`config.mk`:
```
export PLATFORM = sky130hd
export DESIGN_NAME = comp_sume3
export DESIGN_NICKNAME = d
export VERILOG_FILES = /design/src/rtl/sume_pkg.sv /design/src/rtl/comp_sume3_core.sv /design/src/rtl/comp_sume3.sv
export SDC_FILE = /design/constraint.sdc
export NUM_CORES = 1
export LEC_CHECK = 0
export CELL_PAD_IN_SITES_DETAIL_PLACEMENT = 1
export CELL_PAD_IN_SITES_GLOBAL_PLACEMENT = 1
export CORE_AREA = 2 2 39 41
export DETAILED_ROUTE_END_ITERATION = 16
export DIE_AREA = 0 0 41 43
export PLACE_DENSITY_LB_ADDON = 0.1
export SYNTH_ARGS = -nofsm -noshare
export SYNTH_HDL_FRONTEND = slang
export SYNTH_SLANG_ARGS = --single-unit
```
`constraint.sdc`:
```
create_clock -name clk -period 1.5 [get_ports clk]
set_input_delay 0.3 -clock clk [delete_from_list [all_inputs] [get_ports clk]]
set_output_delay 0.3 -clock clk [all_outputs]
set_load 0.01 [all_outputs]
```
`src/rtl/sume_pkg.sv`:
```
// Shared constants and the add-3 correction helper for the binary-to-BCD path.
package sume_pkg;

    localparam int unsigned NIB_W       = 4;
    localparam int unsigned ADD3_THRESH = 5;
    localparam int unsigned ADD3_OFFSET = 3;
    localparam int unsigned BCD_MAX     = 9;

    // Result of one correction cell: corrected nibble plus flags.
    typedef struct packed {
        logic [NIB_W-1:0] nib;
        logic             adj;
        logic             bcd_err;
    } sume_res_t;

    // Generic correction: add offset (mod 16) when nib >= thresh.
    // thresh is one bit wider than a nibble so a value of 16 disables correction.
    function automatic sume_res_t nib_correct(
        input logic [NIB_W-1:0] nib,
        input logic [NIB_W:0]   thresh,
        input logic [NIB_W-1:0] offset
    );
        sume_res_t res;
        res.adj     = ({1'b0, nib} >= thresh);
        res.nib     = res.adj ? NIB_W'(nib + offset) : nib;
        res.bcd_err = ({1'b0, nib} > (NIB_W+1)'(BCD_MAX));
        return res;
    endfunction

    // Default add-3 map used by the double-dabble converter.
    function automatic logic [NIB_W-1:0] add3(input logic [NIB_W-1:0] nib);
        sume_res_t res;
        res = nib_correct(nib, (NIB_W+1)'(ADD3_THRESH), NIB_W'(ADD3_OFFSET));
        return res.nib;
    endfunction

endpackage

```
`src/rtl/comp_sume3_core.sv`:
```
// Combinational nibble map v -> {out, adj, bcd_err}.
module comp_sume3_core
    import sume_pkg::*;
#(
    parameter int unsigned THRESH = ADD3_THRESH,
    parameter int unsigned OFFSET = ADD3_OFFSET
) (
    input  logic [NIB_W-1:0] nib_i,
    output sume_res_t        res_c
);

    localparam logic [NIB_W:0]   THR_W = (NIB_W+1)'(THRESH);
    localparam logic [NIB_W-1:0] OFS_W = NIB_W'(OFFSET);

    // Apply the threshold/offset correction and flag non-BCD codes.
    always_comb begin
        res_c = nib_correct(nib_i, THR_W, OFS_W);
    end

endmodule

```
`src/rtl/comp_sume3.sv`:
```
// Add-3 correction cell: optional output register around the combinational core.
module comp_sume3
    import sume_pkg::*;
#(
    parameter int unsigned REGISTERED = 1,
    parameter int unsigned THRESH     = ADD3_THRESH,
    parameter int unsigned OFFSET     = ADD3_OFFSET
) (
    input  logic             clk,
    input  logic             rst,
    input  logic             inA,
    input  logic             inB,
    input  logic             inC,
    input  logic             inD,
    output logic [NIB_W-1:0] out,
    output logic             adj,
    output logic             bcd_err
);

    logic [NIB_W-1:0] nib;
    sume_res_t        res_d;

    assign nib = {inA, inB, inC, inD};

    comp_sume3_core #(
        .THRESH (THRESH),
        .OFFSET (OFFSET)
    ) u_core (
        .nib_i (nib),
        .res_c (res_d)
    );

    generate
        if (REGISTERED != 0) begin : g_reg
            sume_res_t res_q;

            // Output register; synchronous reset wins over input sampling.
            always_ff @(posedge clk) begin
                if (rst) begin
                    res_q <= '0;
                end else begin
                    res_q <= res_d;
                end
            end

            assign out     = res_q.nib;
            assign adj     = res_q.adj;
            assign bcd_err = res_q.bcd_err;
        end else begin : g_comb
            // Clock and reset have no function in the zero-latency build.
            logic unused_clk_rst;
            assign unused_clk_rst = clk ^ rst;

            assign out     = res_d.nib;
            assign adj     = res_d.adj;
            assign bcd_err = res_d.bcd_err;
        end
    endgenerate

endmodule

```
==> impl_results.md, run 1 <==
* Crit path time final at 1.37 ns
* Kind of cell adding the most delay to the critical path: buffers and inverters
* Layout net count at 60
* Crit path capture: out[1]
* Number of different library cells in the post-synthesis netlist at 15
* Violation count after the first detailed-route iteration at 1
* Synthesized net count at 37
* Antenna viol nets, final at 0
* Worst slew margin relative to its limit at 0.812
* Worst min-delay path category: input port to register
* Xor/xnor cell area share of the yosys netlist at 0.0332
* Vias at 273
* Number of global-route vias before repair at 275
* Cell at the root of the clock tree: clkbuf_4
* Die Outline Area at 0.00176 mm²
* Clock H-tree levels at 1
* CTS tree: built
* Number of pins exceeding their max-slew limit in the final report at 0
* Pre-antenna DRT Iters at 2
* Average wire per standard cell at 10.5 µm
* Worst-Margin Slew at 0.281 ns
* Synth Area in Compound Gates at 0.0995
* DRC violation count after routing at 0
* Period utilization at 0.916
* Crit-path slowest cell: clkdlybuf4s50_1
* Floorplan core area at 0.00138 mm²
* Peak VDD IR at 0.560 mV
* Port-buffer cells at 11
* Number of synthesis warnings at 0
* Row Count at 14
* Unrepaired setup endpoints after global routing: no
* Area growth from synthesis to layout at 93.8%
* Chip Width at 41 µm
* Cell area after layout at 512 µm²
* Per-cell via count in the routed design at 4.14
* Peak fanout along the critical path at 1
* Required time at the worst-slack endpoint at 1.20 ns
* WP buf/inv at 1
* Delay of the slowest critical-path stage at 0.53 ns
* Placed cell areas at 443 µm²
* Die H at 43 µm
* Area share of the largest cell type after synthesis at 0.455
* Fraction of layout instances using a drive strength above 1 at 0.360
* Clock transition at path regs at 0.04 ns
* Maximum root-to-sink buffer count at 2
* Total CTS buffers at 3
* Number of hold buffers added after CTS at 0
* Critical Path Start: out[1]
* Proportion of synthesized area in mux cells at 0.0853
* DRT Wirelength at 695 µm
* Number of antenna diodes at 0
* Arrival time of the worst setup path at 1.07 ns
* Register area share after synthesis at 0.455
* Clock net sink count at 6
* Sort of element at the end of the critical path: output port
* Final core utilization at 0.370
* Setup violation total in the final timing report at 0
* Synthesized instance count at 29
* Placer Congestion at 0.686
* Category of the worst setup path launch point: register
* Worst Setup Path Type: register to output port
* Cell area after synthesis at 264 µm²
* Number of max-capacitance violations reported at 0
* Mean instance size in the synthesized netlist at 9.10 µm²
* Hold violation total from the final report at 0
* Area share of fa/ha/maj cells after synthesis at 0.0948
* Power density relative to cell area at 838 mW/mm²
* Post-Synth Simple-Gate Area at 0.190
* Residual overflow from global routing at 0
* Main combinational cell family by area after synthesis: simple AND/OR/NAND/NOR gates
* Cells along the critical path: clkdlybuf4s50_1
* Number of register bits inferred by synthesis at 6
* Biggest area contributors in the synthesized netlist: dfxtp_1, ha_1, mux2_2
* Result of the run: complete, no violations
* Pin count of the biggest net entering global routing at 9
* All-Layer GR Usage at 0.101
* First-pass GRT wire length at 1130 µm
* Top-level port count at 12
* Starting density of the core at 0.191
* Hpwl dp at 536 µm
* Largest area contributor in the synthesized netlist: dfxtp_1
* Antenna violations before repair at 0
* Fmax at 728 MHz
* Crit. path cell count at 1
* Static Leakage at 0.000235 µW
-- logic make-up (layout without fill, tap and decap cells) --
group / count (synthesis) / count (layout)
AOI/OAI and AO/OA: 4 / 4
buffers and inverters: 3 / 24
muxes: 2 / 2
and+or+nand+nor: 11 / 11
xor gates and xnor gates: 1 / 1
DFF: 6 / 6
adders and majority gates: 2 / 2
-- worst min-delay path by stage --
stage / to / from / slack, ns / cells past startpoint
global route: out[0] / inD / 0.55 / 3
finish: out[0] / inD / 0.52 / 3
floorplan: adj / inA / 0.43 / 2
global placement: adj / rst / 1.02 / 2
CTS: out[3] / inC / 0.62 / 4
detailed placement: out[3] / out[3] / 1.04 / 1
-- registers in the layout (all words and copies together), names as in the netlist --
name and count:
adj 1, out 4, bcd_err 1
-- power breakdown --
part	switching [µW]	internal [µW]	total, µW
clock network	56.8	90.4	147
registers	2.69	172	174
logic	41.8	65.3	107
total	101	327	429
-- metrics by stage --
step                total power, µW  cells  setup slack [ns]  hold slack, ns  setup TNS [ns]
finish                          429     66             0.127           0.520               0
global route                    452     66            0.0822           0.552               0
CTS                             436     66            0.0127           0.617               0
detailed placement              272     62            -0.390            1.04           -1.53
global placement                269     62            -0.356            1.02           -1.36
floorplan                       212     29             0.163           0.430               0
-- placed cells by master (no fill, tap or decap) --
cell type	instances
mux2_4	2
dfxtp_1	6
nand2_1	2
dlygate4sd2_1	1
ha_4	1
o21ai_0	1
inv_2	1
buf_4	8
ha_2	1
nor3_1	1
clkbuf_4	3
inv_1	1
xor2_1	1
dlymetal6s2s_1	1
nand2b_4	1
and3b_1	1
nor2_1	6
clkdlybuf4s50_1	9
o21bai_1	1
a21oi_4	1
a21oi_1	1
-- layer usage --
layer	track usage	wire (µm)	vias to the layer above
met2	0.178	406	9
li1	-	-	136
met3	0.0471	42	0
met4	0.0400	0	0
met5	0	0	-
met1	0.0903	247	128
-- timing repair --
item / CTS / global route
endpoints found under the setup margin: 2 / 2
pin swaps: 1 / 0
setup buffers: 1 / 0
gates cloned: 0 / 0
endpoints found under the hold margin: 0 / 0
gates resized for setup: 8 / 2
-- final cells by class --
type,instances,area [µm²]
multi-input cells,20,170
repair buffers,19,171
clock buffers,3,22.5
flip-flops and latches,6,120
fillers,159,872
inverters,2,7.51
well taps,16,20.0
-- synthesized netlist by cell type --
library cell and instances:
a21oi_1 1, nor3_1 1, xor2_1 1, ha_1 2
a21oi_2 1, nor2_1 6, mux2_2 2, o21ai_0 1
inv_1 2, nand2b_1 1, and3b_1 1, nand2_1 2
clkbuf_1 1, dfxtp_1 6, o21bai_1 1
(Power assumes the default switching activity.)
==> run 2, diff against run 1 <==
- ABC_AREA: not set -> 0
==> results of run 2 <==
No change in the layout: final DEF, timing and power equal those of run 1.
